`config.mk`:
```
export PLATFORM = sky130hd
export DESIGN_NAME = tmds_period_sequencer_flat
export DESIGN_NICKNAME = d
export VERILOG_FILES = /design/src/rtl/tmds_period_sequencer_if.sv /design/src/rtl/tmds_period_sequencer.sv /design/src/flat_wrapper.sv
export SDC_FILE = /design/constraint.sdc
export NUM_CORES = 1
export LEC_CHECK = 0
export BUFFER_PORTS_ARGS = -buffer_cell sky130_fd_sc_hd__buf_2
export CAP_MARGIN = 20
export CORE_AREA = 5 5 114 169
export CTS_BUF_LIST = sky130_fd_sc_hd__clkbuf_4
export DETAILED_ROUTE_END_ITERATION = 8
export DIE_AREA = 0 0 119 174
export GPL_TIMING_DRIVEN = 0
export PLACE_DENSITY = 0.7
export SLEW_MARGIN = 15
export SYNTH_ARGS = -nofsm -noshare
export SYNTH_HDL_FRONTEND = slang
export SYNTH_SLANG_ARGS = --single-unit
```
`constraint.sdc`:
```
create_clock -name clk -period 10.2 [get_ports clk]
set_input_delay 0.51 -clock clk [delete_from_list [all_inputs] [get_ports clk]]
set_output_delay 0.51 -clock clk [all_outputs]
set_load 0.05 [all_outputs]
```
`src/rtl/tmds_period_sequencer_if.sv`:
```
// Pixel/timing, encoder-control and TMDS word bundle for tmds_period_sequencer.
// master = timing generator / encoder side, slave = the sequencer itself.
interface tmds_period_sequencer_if;
  logic        vid_de;
  logic        vid_hs;
  logic        vid_vs;
  logic [23:0] vid_rgb;
  logic [23:0] enc_data;
  logic        enc_den;
  logic [1:0]  enc_ctrl0;
  logic [1:0]  enc_ctrl1;
  logic [1:0]  enc_ctrl2;
  logic [9:0]  tmds_in0;
  logic [9:0]  tmds_in1;
  logic [9:0]  tmds_in2;
  logic [9:0]  tmds_out0;
  logic [9:0]  tmds_out1;
  logic [9:0]  tmds_out2;
  logic        seq_err;

  modport master (
    output vid_de, vid_hs, vid_vs, vid_rgb, tmds_in0, tmds_in1, tmds_in2,
    input  enc_data, enc_den, enc_ctrl0, enc_ctrl1, enc_ctrl2,
    input  tmds_out0, tmds_out1, tmds_out2, seq_err
  );

  modport slave (
    input  vid_de, vid_hs, vid_vs, vid_rgb, tmds_in0, tmds_in1, tmds_in2,
    output enc_data, enc_den, enc_ctrl0, enc_ctrl1, enc_ctrl2,
    output tmds_out0, tmds_out1, tmds_out2, seq_err
  );
endinterface

```
`src/rtl/tmds_period_sequencer.sv`:
```
// TMDS period sequencer: delays raw video by PRE_LEN+GB_LEN, drives encoder controls,
// and (with HDMI_GUARD_EN defined) inserts the video preamble and leading guard band.
module tmds_period_sequencer #(
  parameter int PRE_LEN = 8,
  parameter int GB_LEN  = 2,
  parameter int ENC_LAT = 3
) (
  input logic                   clk,
  input logic                   rst,
  tmds_period_sequencer_if.slave bus
);
  localparam int         D       = PRE_LEN + GB_LEN;
  localparam logic [9:0] GB_CH02 = 10'b1011001100;
  localparam logic [9:0] GB_CH1  = 10'b0100110011;

  typedef struct packed {
    logic        de;
    logic        vs;
    logic        hs;
    logic [23:0] rgb;
  } vid_t;

  vid_t          raw;
  vid_t [D:1]    dly;
  logic [9:0]    tin0_q, tin1_q, tin2_q;
  logic [ENC_LAT-1:0] gb_pipe;
  logic          gb_req;
  logic          gb_d;
  logic [1:0]    ctrl1;
  logic          seq_err;

  assign raw = '{de: bus.vid_de, vs: bus.vid_vs, hs: bus.vid_hs, rgb: bus.vid_rgb};

  // NOTE: the delay line is a register chain, not a RAM, so it is cleared on reset
  // and cannot leak a stale burst into the encoders after rst.
  always_ff @(posedge clk or posedge rst) begin
    if (rst) begin
      dly     <= '0;
      tin0_q  <= '0;
      tin1_q  <= '0;
      tin2_q  <= '0;
      gb_pipe <= '0;
    end else begin
      dly     <= {dly[D-1:1], raw};
      tin0_q  <= bus.tmds_in0;
      tin1_q  <= bus.tmds_in1;
      tin2_q  <= bus.tmds_in2;
      gb_pipe <= {gb_pipe[ENC_LAT-2:0], gb_req};
    end
  end

  // Guard request is aligned to the encoder pipeline so it overrides the two words
  // that leave the encoders just before the first pixel word.
  assign gb_d = gb_pipe[ENC_LAT-1];

`ifdef HDMI_GUARD_EN
  typedef enum logic [1:0] {CTRL, PREAMBLE, GUARD, VIDEO} state_t;

  state_t     state, state_nx;
  logic [3:0] cnt, cnt_nx;
  logic       vid_de_q;
  logic       raw_rise;
  logic       den_ending;

  always_ff @(posedge clk or posedge rst) begin
    if (rst) begin
      state    <= CTRL;
      cnt      <= '0;
      vid_de_q <= 1'b0;
    end else begin
      state    <= state_nx;
      cnt      <= cnt_nx;
      vid_de_q <= bus.vid_de;
    end
  end

  assign raw_rise   = bus.vid_de & ~vid_de_q;
  // Delayed DE is about to drop when the stage feeding the output is already low.
  assign den_ending = ~dly[D-1].de;

  // NOTE: every output of this block gets a default first, so no path infers a latch.
  always_comb begin
    state_nx = state;
    cnt_nx   = cnt;
    gb_req   = 1'b0;
    unique case (state)
      CTRL: begin
        if (raw_rise) begin
          state_nx = PREAMBLE;
          cnt_nx   = '0;
        end
      end
      PREAMBLE: begin
        cnt_nx = cnt + 4'd1;
        if (cnt == 4'(PRE_LEN - 1)) begin
          state_nx = GUARD;
          cnt_nx   = '0;
        end
      end
      GUARD: begin
        gb_req = 1'b1;
        cnt_nx = cnt + 4'd1;
        if (cnt == 4'(GB_LEN - 1)) begin
          state_nx = VIDEO;
          cnt_nx   = '0;
        end
      end
      VIDEO: begin
        if (den_ending) begin
          state_nx = raw_rise ? PREAMBLE : CTRL;
          cnt_nx   = '0;
        end
      end
      default: state_nx = CTRL;
    endcase
  end

  // A rise that cannot start a preamble passes through unguarded and is flagged.
  assign seq_err = raw_rise & ~((state == CTRL) | ((state == VIDEO) & den_ending));
  assign ctrl1   = (state == PREAMBLE) ? 2'b01 : 2'b00;
`else
  assign gb_req  = 1'b0;
  assign seq_err = 1'b0;
  assign ctrl1   = 2'b00;
`endif

  assign bus.enc_data  = dly[D].rgb;
  assign bus.enc_den   = dly[D].de;
  assign bus.enc_ctrl0 = {dly[D].vs, dly[D].hs};
  assign bus.enc_ctrl1 = ctrl1;
  assign bus.enc_ctrl2 = 2'b00;
  assign bus.seq_err   = seq_err;

  assign bus.tmds_out0 = gb_d ? GB_CH02 : tin0_q;
  assign bus.tmds_out1 = gb_d ? GB_CH1  : tin1_q;
  assign bus.tmds_out2 = gb_d ? GB_CH02 : tin2_q;
endmodule

```
`src/flat_wrapper.sv`:
```
// flat-port wrapper written by rule: the top's interface ports become plain ports
module tmds_period_sequencer_flat 
#(
  parameter int PRE_LEN = 8,
  parameter int GB_LEN  = 2,
  parameter int ENC_LAT = 3
)
  (clk, rst, bus_vid_de, bus_vid_hs, bus_vid_vs, bus_vid_rgb, bus_tmds_in0, bus_tmds_in1, bus_tmds_in2, bus_enc_data, bus_enc_den, bus_enc_ctrl0, bus_enc_ctrl1, bus_enc_ctrl2, bus_tmds_out0, bus_tmds_out1, bus_tmds_out2, bus_seq_err);
  tmds_period_sequencer_if bus_i ();
  input logic clk;
  input logic rst;
  input wire logic [$bits(bus_i.vid_de)-1:0] bus_vid_de;
  input wire logic [$bits(bus_i.vid_hs)-1:0] bus_vid_hs;
  input wire logic [$bits(bus_i.vid_vs)-1:0] bus_vid_vs;
  input wire logic [$bits(bus_i.vid_rgb)-1:0] bus_vid_rgb;
  input wire logic [$bits(bus_i.tmds_in0)-1:0] bus_tmds_in0;
  input wire logic [$bits(bus_i.tmds_in1)-1:0] bus_tmds_in1;
  input wire logic [$bits(bus_i.tmds_in2)-1:0] bus_tmds_in2;
  output wire logic [$bits(bus_i.enc_data)-1:0] bus_enc_data;
  output wire logic [$bits(bus_i.enc_den)-1:0] bus_enc_den;
  output wire logic [$bits(bus_i.enc_ctrl0)-1:0] bus_enc_ctrl0;
  output wire logic [$bits(bus_i.enc_ctrl1)-1:0] bus_enc_ctrl1;
  output wire logic [$bits(bus_i.enc_ctrl2)-1:0] bus_enc_ctrl2;
  output wire logic [$bits(bus_i.tmds_out0)-1:0] bus_tmds_out0;
  output wire logic [$bits(bus_i.tmds_out1)-1:0] bus_tmds_out1;
  output wire logic [$bits(bus_i.tmds_out2)-1:0] bus_tmds_out2;
  output wire logic [$bits(bus_i.seq_err)-1:0] bus_seq_err;
  assign bus_i.vid_de = bus_vid_de;
  assign bus_i.vid_hs = bus_vid_hs;
  assign bus_i.vid_vs = bus_vid_vs;
  assign bus_i.vid_rgb = bus_vid_rgb;
  assign bus_i.tmds_in0 = bus_tmds_in0;
  assign bus_i.tmds_in1 = bus_tmds_in1;
  assign bus_i.tmds_in2 = bus_tmds_in2;
  assign bus_enc_data = bus_i.enc_data;
  assign bus_enc_den = bus_i.enc_den;
  assign bus_enc_ctrl0 = bus_i.enc_ctrl0;
  assign bus_enc_ctrl1 = bus_i.enc_ctrl1;
  assign bus_enc_ctrl2 = bus_i.enc_ctrl2;
  assign bus_tmds_out0 = bus_i.tmds_out0;
  assign bus_tmds_out1 = bus_i.tmds_out1;
  assign bus_tmds_out2 = bus_i.tmds_out2;
  assign bus_seq_err = bus_i.seq_err;
  tmds_period_sequencer #(.PRE_LEN(PRE_LEN), .GB_LEN(GB_LEN), .ENC_LAT(ENC_LAT)) u_core (.clk(clk), .rst(rst), .bus(bus_i));
endmodule
```
# After elaboration in Yosys (flattened, before gate mapping)
# Index checks and enable logic that the tools add are counted.
word_totals:
  in_bits: 59
  out_inout_bits: 62
  register_bits: 300
  wordCells: 43

# Depth between registers and ports, before layout
# Gate-level depths: netlist of the first run.
depth:
  word_depth: 0
  mapped_depth: 1
  ltp_nobuf: 1

# Worst setup path before layout of the first run
# No wires, ideal clock.
synth_timing:
  kind: "reg2out"
  startpoint: "reg u_core.dly (netlist bit u_core.bus.enc_den)"
  endpoint: "out bus_enc_den"
  required_time_ns: 9.690
  stages_incl_launch_ff: 1
  n_path_buf: 0
  setup_slack_ns: 9.104
  arrival_ns: 0.586
  cell_sequence: "dfrtp_1"
synth_lines:
  columns: ["element", "line", "source"]
  rows:
  - ["from (decl)", "tmds_period_sequencer.sv:24", "vid_t [D:1] dly;"]
  - ["from (signal assigned)", "tmds_period_sequencer.sv:44", "dly <= {dly[D-1:1], raw};"]
  - ["to (decl)", "flat_wrapper.sv:20", "output wire logic [$bits(bus_i.enc_den)-1:0] bus_enc_den;"]
# No word-level cell between the ends.

==> impl_metrics.json, run 1 <==
{
  "clock_power_share_pct": 36.6,
  "worstPathCellList": "dlygate4sd3_1, buf_2, inv_8, buf_16, buf_16",
  "status": "finished clean",
  "cp_max_fo": 122,
  "cts_tree": "yes",
  "cp.arrival_ps": 2640,
  "switching_share_pct": 21.95,
  "finalNonFillerCells": 836,
  "power_frac_comb_pct": 5.5,
  "grt_pass1_wl_um": 17990,
  "crit_top_cell": "buf_16",
  "post-route-period-util_pct": 18.99,
  "critPathTopFamily": "buffers and inverters",
  "cp.required_ps": 10900,
  "drt_iter0_drc": 136,
  "start_util_pct": 43.73,
  "power.internal_w": 0.001703,
  "fmax_mhz": 516.4,
  "numCtsBuffers": 67,
  "reg2reg_depth": 0,
  "max-clock-path-buffers": 3,
  "dr_total_vias": 3308,
  "worstSetupPathType": "in2async",
  "p_leak_nw": 4.843,
  "multi_input_area_sq_um": 18.77,
  "route.antenna.remaining_nets": 0,
  "hold_path_class": "reg2reg",
  "dp_cells": 671,
  "io_buffers": 115,
  "grt_pass1_vias": 3962,
  "finClkSkew_ps": 26.68,
  "grt_max_degree": 123,
  "clk_latency_ps": 600,
  "maxCapViolCount": 0,
  "detail_route.first_pass.iterations": 2,
  "fp.coreArea_sq_um": 17720,
  "r2r-end": "u_core.dly[232]$_DFF_PP0_",
  "cts_setup_buffers": 0,
  "synth_warnings": 0,
  "routed_via_density": 3.957,
  "r2r_setup_slack_ps": 9710,
  "end_kind": "asynchronous set/reset pin",
  "nets": 640,
  "synth.top_cells.by_area": "dfrtp_1 97%, buf_4 3.0%, conb_1 0.048%",
  "yosysTopAreaCell": "dfrtp_1",
  "fin_tns_setup_ps": 0,
  "drt-total-wl_um": 9857,
  "tightest_slew_ps": 557.3,
  "clock_sinks": 300,
  "die_y_um": 174,
  "switchingPower_w": 0.0004790,
  "syn_area_per_cell_sq_um": 23.27,
  "cp.depth": 5,
  "antenna_found_initial": 1,
  "gp_congestion": 0.6305,
  "synth_top_area_share_pct": 96.90,
  "start_kind": "input port",
  "drv_slew": 0,
  "final_cell_mix": "300 x dfrtp_1, 115 x buf_2, 92 x clkbuf_4",
  "rsz0062_at_grt": "no",
  "fp.dieArea_sq_um": 20710,
  "cts-root-buf": "clkbuf_4",
  "critPathCapture": "u_core.dly[131]$_DFF_PP0_",
  "maxSlewHeadroom_pct": 62.84,
  "fin_crit_ps": 1936,
  "r2r_start": "u_core.dly[205]$_DFF_PP0_",
  "hpwl_um": 4950,
  "path_clk_slew_ps": 60,
  "wl_per_cell_um": 11.79,
  "setup_viol": 0,
  "final_common_cell": "dfrtp_1",
  "rows": 60,
  "yosysSeqAreaShare_pct": 96.90,
  "fp.dieW_um": 119,
  "slowest_stage": "dlygate4sd3_1",
  "gr-usage-all-layers_pct": 10.70,
  "hold_viol_final": 0,
  "nFillCells": 1351,
  "path_buf_inv": 5,
  "yosys.cell_types.count": 4,
  "pwr_density_cell_nw_per_um2": 218.2,
  "critPathMaxStageDelay_ps": 540,
  "synthToLayoutAreaGrowth_pct": 29.07,
  "ir_drop_mv": 0.1230,
  "io-pin-count": 121,
  "min_path_cells": 0,
  "syn_inst": 333,
  "drc_errors": 0,
  "drive_above_1_share_pct": 39.48,
  "syn_area_sq_um": 7747,
  "overflow": 0,
  "htree_levels": 3,
  "ys_ff_latch": 300,
  "crit_start": "rst",
  "seq_power_share_pct": 57.9,
  "regArea_sq_um": 7507
}
-- power groups by stage --
stage	combinational [W]	sequential, W	clock (W)
floorplan	0.0000500	0.00131	0
global route	0.000130	0.00127	0.000908
detailed placement	0.000104	0.00129	0
finish	0.000119	0.00126	0.000798
global placement	0.0000983	0.00128	0
CTS	0.000121	0.00126	0.000845
-- cell families (layout without fill, tap and decap cells) --
kind of cell	Yosys count	after routing	synth area share [%]
buf+inv	32	313	3.052
other cells	1	6	0.04840
flops	300	300	96.90
-- synth_stat cells --
cell	count
dfrtp_1	300
buf_4	31
conb_1	1
inv_1	1
-- state kept, by name, indices dropped and copies added, names as in the netlist --
register,cells
u_core.bus.enc_ctrl0,2
u_core.tin0_q,10
u_core.dly,243
u_core.tin2_q,10
u_core.tin1_q,10
u_core.bus.enc_den,1
u_core.bus.enc_data,24
-- how the worst min path moves through the flow --
stage,startpoint,to
finish,u_core.dly[179]$_DFF_PP0_,u_core.dly[206]$_DFF_PP0_
global route,u_core.dly[179]$_DFF_PP0_,u_core.dly[206]$_DFF_PP0_
CTS,u_core.dly[235]$_DFF_PP0_,u_core.bus.enc_data[19]$_DFF_PP0_
detailed placement,u_core.dly[235]$_DFF_PP0_,u_core.bus.enc_data[19]$_DFF_PP0_
global placement,u_core.dly[109]$_DFF_PP0_,u_core.dly[136]$_DFF_PP0_
floorplan,u_core.dly[240]$_DFF_PP0_,u_core.bus.enc_ctrl0[0]$_DFF_PP0_
-- through the flow --
stage	setup WS, ps	utilization, %	total power (W)	instance area [sq um]	hold slack (ps)
after floorplan	1401	-	0.001356	7762	331.2
after global placement	-473.2	48.59	0.001383	8610	331.0
after detailed placement	8158	48.95	0.001392	8672	334.7
after CTS	8261	56.43	0.002231	9997	329.9
after global routing	8035	56.44	0.002308	10000	336.7
final	8264	56.44	0.002182	10000	328.2
-- cell type report --
| cell class | instances | area share [%] |
|---|---|---|
| flip-flops and latches | 300 | 75.08 |
| repair buffers | 175 | 12.11 |
| clock buffers | 92 | 6.907 |
| well taps | 217 | 2.715 |
| plain buffers | 31 | 2.327 |
| clock inverters | 14 | 0.5380 |
| multi-input cells | 5 | 0.1877 |
| inverters | 1 | 0.1126 |
| diodes | 1 | 0.02503 |
-- what timing repair did --
item,CTS,global route
hold buffers,58,0
endpoints found under the hold margin,125,0
gates resized for setup,0,0
-- routing by layer --
layer / vias up / global-route usage, % / wire [um]
li1: 1524 / - / -
met5: - / 0 / 0
met4: 0 / 5.800 / 233
met3: 17 / 5.436 / 941
met2: 135 / 17.43 / 5325
met1: 1632 / 11.22 / 3357
Note: power is estimated with default switching activity, not from simulation.
==> run 2, diff against run 1 <==
==> constraint.sdc (replaced) <==
create_clock -name clk -period 1.8 [get_ports clk]
set_input_delay 0.09 -clock clk [delete_from_list [all_inputs] [get_ports clk]]
set_output_delay 0.09 -clock clk [all_outputs]
set_load 0.05 [all_outputs]
==> impl_metrics.json, run 2 (same netlist as run 1, synthesis figures left out) <==
{
  "largest_register_ffs": 243,
  "drt-total-wl_um": 9884,
  "power_w": 0.01279,
  "rsz0062_at_grt": "no",
  "fin_crit_ps": 1379,
  "final_common_cell": "dfrtp_1",
  "post-route-period-util_pct": 76.60,
  "die_y_um": 174,
  "overflow": 0,
  "worstSetupPathType": "reg2out",
  "cts_tree": "yes",
  "drc_errors": 0,
  "hold_path_class": "in2reg",
  "detail_route.first_pass.iterations": 2,
  "tightest_slew_ps": 736.7,
  "rows": 60,
  "route.antenna.remaining_nets": 0,
  "clk_latency_ps": 600,
  "cp.arrival_ps": 1290,
  "grt_pass1_wl_um": 17700,
  "grt_pass1_vias": 4016,
  "hold_viol_final": 0,
  "pwr_density_cell_nw_per_um2": 1256,
  "maxCapViolCount": 0,
  "final_cell_mix": "300 x dfrtp_1, 115 x buf_2, 101 x clkbuf_4",
  "cts-root-buf": "clkbuf_4",
  "fp.dieW_um": 119,
  "drt_iter0_drc": 107,
  "pre_cts_slack_ps": 418.8,
  "cp.required_ps": 1710,
  "finClkSkew_ps": 24.60,
  "drv_slew": 0,
  "hpwl_um": 5507,
  "nFillCells": 1332,
  "cts-resized-gates": 0,
  "placed_cell_area_sq_um": 8753,
  "max-clock-path-buffers": 3,
  "gp_congestion": 0.5993,
  "nets": 645,
  "fin_hold_ws_ps": 125.9,
  "fmax_mhz": 725.3,
  "cp_max_fo": 1,
  "cts_setup_buffers": 0,
  "wl_per_cell_um": 11.60,
  "fp.dieArea_sq_um": 20710,
  "clock_sinks": 300,
  "numCtsBuffers": 67,
  "ir_drop_mv": 0.6861,
  "fp.coreArea_sq_um": 17720,
  "gr-usage-all-layers_pct": 10.63,
  "status": "finished clean",
  "end_kind": "output pin",
  "p_leak_nw": 4.945,
  "maxSlewHeadroom_pct": 50.78,
  "path_clk_slew_ps": 60,
  "design_area_sq_um": 10180,
  "antenna_found_initial": 1,
  "synthToLayoutAreaGrowth_pct": 31.44,
  "routed_via_density": 3.860,
  "holdBufCountCts": 58,
  "io-pin-count": 121,
  "start_util_pct": 43.73,
  "start_kind": "register",
  "regMostFlops": "u_core.dly",
  "setup_viol": 0,
  "dr_total_vias": 3289,
  "grt_max_degree": 48,
  "htree_levels": 3,
  "drive_above_1_share_pct": 41.48,
  "worst_slack_ps": 421.2,
  "io_buffers": 115
}
==> run 2: area by class of cell <==
cell class / count / area, sq um / area share [%]
clock inverters: 16 / 88.84 / 0.8723
clock buffers: 101 / 758.2 / 7.446
repair buffers: 180 / 1296 / 12.73
multi-input cells: 5 / 18.77 / 0.1843
plain buffers: 31 / 232.7 / 2.285
flip-flops and latches: 300 / 7507 / 73.72
diodes: 1 / 2.502 / 0.02457
inverters: 1 / 7.507 / 0.07372
well taps: 217 / 271.5 / 2.666
==> run 2: routing by layer <==
| layer | share of wire, % | GRT usage, % | vias to the layer above |
|---|---|---|---|
| met5 | 0 | 0 | - |
| met4 | 2.9 | 6.428 | 0 |
| met3 | 7.8 | 4.753 | 30 |
| met2 | 55 | 17.65 | 123 |
| met1 | 34 | 10.96 | 1589 |
| li1 | - | - | 1547 |
==> run 2: worst max-delay path, stage by stage (launching register included) <==
cell and delay (ps):
dfrtp_1 370, buf_4 130, buf_2 200
==> run 2: through the flow <==
stage / setup TNS, ps / utilization (%) / cells
final: 0 / 57.48 / 852
after global placement: -972640 / 48.62 / 669
after CTS: 0 / 57.46 / 851
after global routing: 0 / 57.48 / 852
after floorplan: -683120 / - / 337
after detailed placement: 0 / 49.41 / 676
==> run 2: report_power, final <==
| part | internal (W) | switching [W] | total [W] |
|---|---|---|---|
| Clock | 0.00271 | 0.00222 | 0.00493 |
| Sequential | 0.00708 | 0.0000844 | 0.00716 |
| Combinational | 0.000243 | 0.000455 | 0.000698 |
| Total | 0.0100 | 0.00276 | 0.0128 |
==> run 2: final timing paths <==
path | from | endpoint | slack, ps | cells past startpoint
min in group asynchronous | rst | u_core.dly[8]$_DFF_PP0_ | 170 | 3
max reg2reg | u_core.dly[60]$_DFF_PP0_ | u_core.dly[87]$_DFF_PP0_ | 1310 | 0
min | bus_vid_de | u_core.dly[26]$_DFF_PP0_ | 130 | 2
max | u_core.bus.enc_data[12]$_DFF_PP0_ | bus_enc_data[12] | 420 | 2
min reg2reg | u_core.dly[22]$_DFF_PP0_ | u_core.dly[49]$_DFF_PP0_ | 320 | 0
max in group asynchronous | rst | u_core.bus.enc_data[4]$_DFF_PP0_ | 520 | 6
==> run 3, diff against run 2 <==
==> constraint.sdc (replaced) <==
create_clock -name clk -period 1.3 [get_ports clk]
set_input_delay 0.065 -clock clk [delete_from_list [all_inputs] [get_ports clk]]
set_output_delay 0.065 -clock clk [all_outputs]
set_load 0.05 [all_outputs]
==> impl_metrics.json, run 3 (same netlist as run 1, synthesis figures left out) <==
{
  "status": "finished clean",
  "maxCapViolCount": 0,
  "drt_iter0_drc": 101,
  "cts_setup_buffers": 0,
  "final_cell_mix": "300 x dfrtp_1, 102 x clkbuf_4, 58 x dlygate4sd3_1, 58 x buf_2, 26 x buf_8",
  "numCtsBuffers": 67,
  "io_buffers": 115,
  "worstPathCellList": "buf_4",
  "rsz0062_at_grt": "yes",
  "design_area_sq_um": 10380,
  "drv_slew": 0,
  "start_kind": "register",
  "ir_drop_mv": 0.9387,
  "grt_max_degree": 48,
  "setup_viol": 0,
  "p_leak_nw": 4.954,
  "wl_per_cell_um": 12.60,
  "worstSetupPathType": "reg2out",
  "route.antenna.remaining_nets": 0,
  "nFillCells": 1304,
  "cts_tree": "yes",
  "nets": 620,
  "fin_tns_setup_ps": 0,
  "overflow": 0,
  "max-clock-path-buffers": 3,
  "largest_register_ffs": 243,
  "fp.dieArea_sq_um": 20710,
  "die_y_um": 174,
  "post-route-period-util_pct": 93.89,
  "antenna_found_initial": 1,
  "cp.required_ps": 1240,
  "critPathTopFamily": "flip-flops",
  "gr-usage-all-layers_pct": 10.62,
  "routed_via_density": 3.927,
  "grt.met3_usage_pct": 4.492,
  "placed_cell_area_sq_um": 8753,
  "final_common_cell": "dfrtp_1",
  "fmax_mhz": 819.3,
  "synthToLayoutAreaGrowth_pct": 33.98,
  "drive_above_1_share_pct": 39.08,
  "fp.coreArea_sq_um": 17720,
  "drc_errors": 0,
  "regMostFlops": "u_core.dly",
  "use_met2_pct": 17.95,
  "use_met1_pct": 10.88,
  "path_buf_inv": 1,
  "clk_latency_ps": 600,
  "clock_sinks": 300,
  "gp_congestion": 0.5993,
  "hpwl_um": 5507,
  "drt-total-wl_um": 10420,
  "grt_pass1_wl_um": 17560,
  "slowest_stage": "dfrtp_1",
  "io-pin-count": 121,
  "cp_max_fo": 1,
  "grt_pass1_vias": 3936,
  "dr_total_vias": 3248,
  "hold_path_class": "in2async",
  "end_kind": "output pin",
  "fin_crit_ps": 1221,
  "rows": 60,
  "start_util_pct": 43.73,
  "finClkSkew_ps": 25.99,
  "pwr_density_cell_nw_per_um2": 1718,
  "cts-root-buf": "clkbuf_4",
  "htree_levels": 3,
  "path_clk_slew_ps": 70,
  "fp.dieW_um": 119,
  "maxSlewHeadroom_pct": 55.87,
  "hold_viol_final": 0,
  "busiest_layer": "met2",
  "tightest_slew_ps": 658.4,
  "cp.arrival_ps": 1160,
  "detail_route.first_pass.iterations": 4,
  "critPathMaxStageDelay_ps": 370
}
==> run 3: changes by cell type in the layout (fill, tap and decap cells not counted), sizes merged <==
cell,change
buf,-27
clkbuf,+1
clkinvlp,+1
==> run 3: metrics by stage <==
step                      std cells  power (W)  hold slack (ps)  worst slack (ps)  utilization, %
after floorplan                 337    0.01064            96.43             -2752               -
after global placement          669    0.01085            172.1             -3745           48.62
after detailed placement        676    0.01095            174.3            -56.16           49.41
after CTS                       825    0.01816            25.70             4.255           57.96
after global routing            827    0.01884            38.78            -24.76           58.59
final                           827    0.01784            77.40             79.43           58.59
==> run 3: what timing repair did <==
action | 4_1_cts | 5_1_grt
endpoints found under the setup margin | 35 | 71
gates cloned | 0 | 1
gates resized for setup | 87 | 56
endpoints found under the hold margin | 121 | 0
hold buffers | 58 | 0
==> run 3: metal layers <==
layer,routed length [um],vias to the layer above
met5,0,-
met4,269,0
met3,763,28
met2,5995,123
met1,3391,1602
li1,-,1495
==> run 3: cell type report <==
class	instances	area (sq um)	area share (%)
Sequential cell	300	7507	72.32
Timing Repair Buffer	180	1683	16.21
Clock buffer	101	758.2	7.305
Tap cell	217	271.5	2.616
Clock inverter	16	88.84	0.8558
Buffer	5	37.54	0.3616
Multi-Input combinational cell	5	18.77	0.1808
Inverter	1	7.507	0.07232
Timing Repair inverter	1	5.005	0.04822
Antenna cell	1	2.502	0.02411
==> run 3: final timing paths <==
path,slack (ps),cells after the start,start,to
setup / recovery,80,1,u_core.tin2_q[7]$_DFF_PP0_,bus_tmds_out2[7]
hold / removal,80,3,rst,u_core.dly[44]$_DFF_PP0_
setup reg to reg,800,0,u_core.dly[120]$_DFF_PP0_,u_core.dly[147]$_DFF_PP0_
hold reg to reg,330,0,u_core.dly[76]$_DFF_PP0_,u_core.dly[103]$_DFF_PP0_
max in group asynchronous,220,6,rst,u_core.bus.enc_data[4]$_DFF_PP0_
min in group clk,100,2,bus_vid_de,u_core.dly[26]$_DFF_PP0_
==> run 3: where the power goes <==
group | internal (W) | leakage, nW | switching (W) | total [W]
registers | 0.00980 | 3.50 | 0.000142 | 0.00995
clock network | 0.00375 | 0.520 | 0.00309 | 0.00685
logic | 0.000414 | 0.938 | 0.000629 | 0.00104
total | 0.0140 | 4.95 | 0.00387 | 0.0178
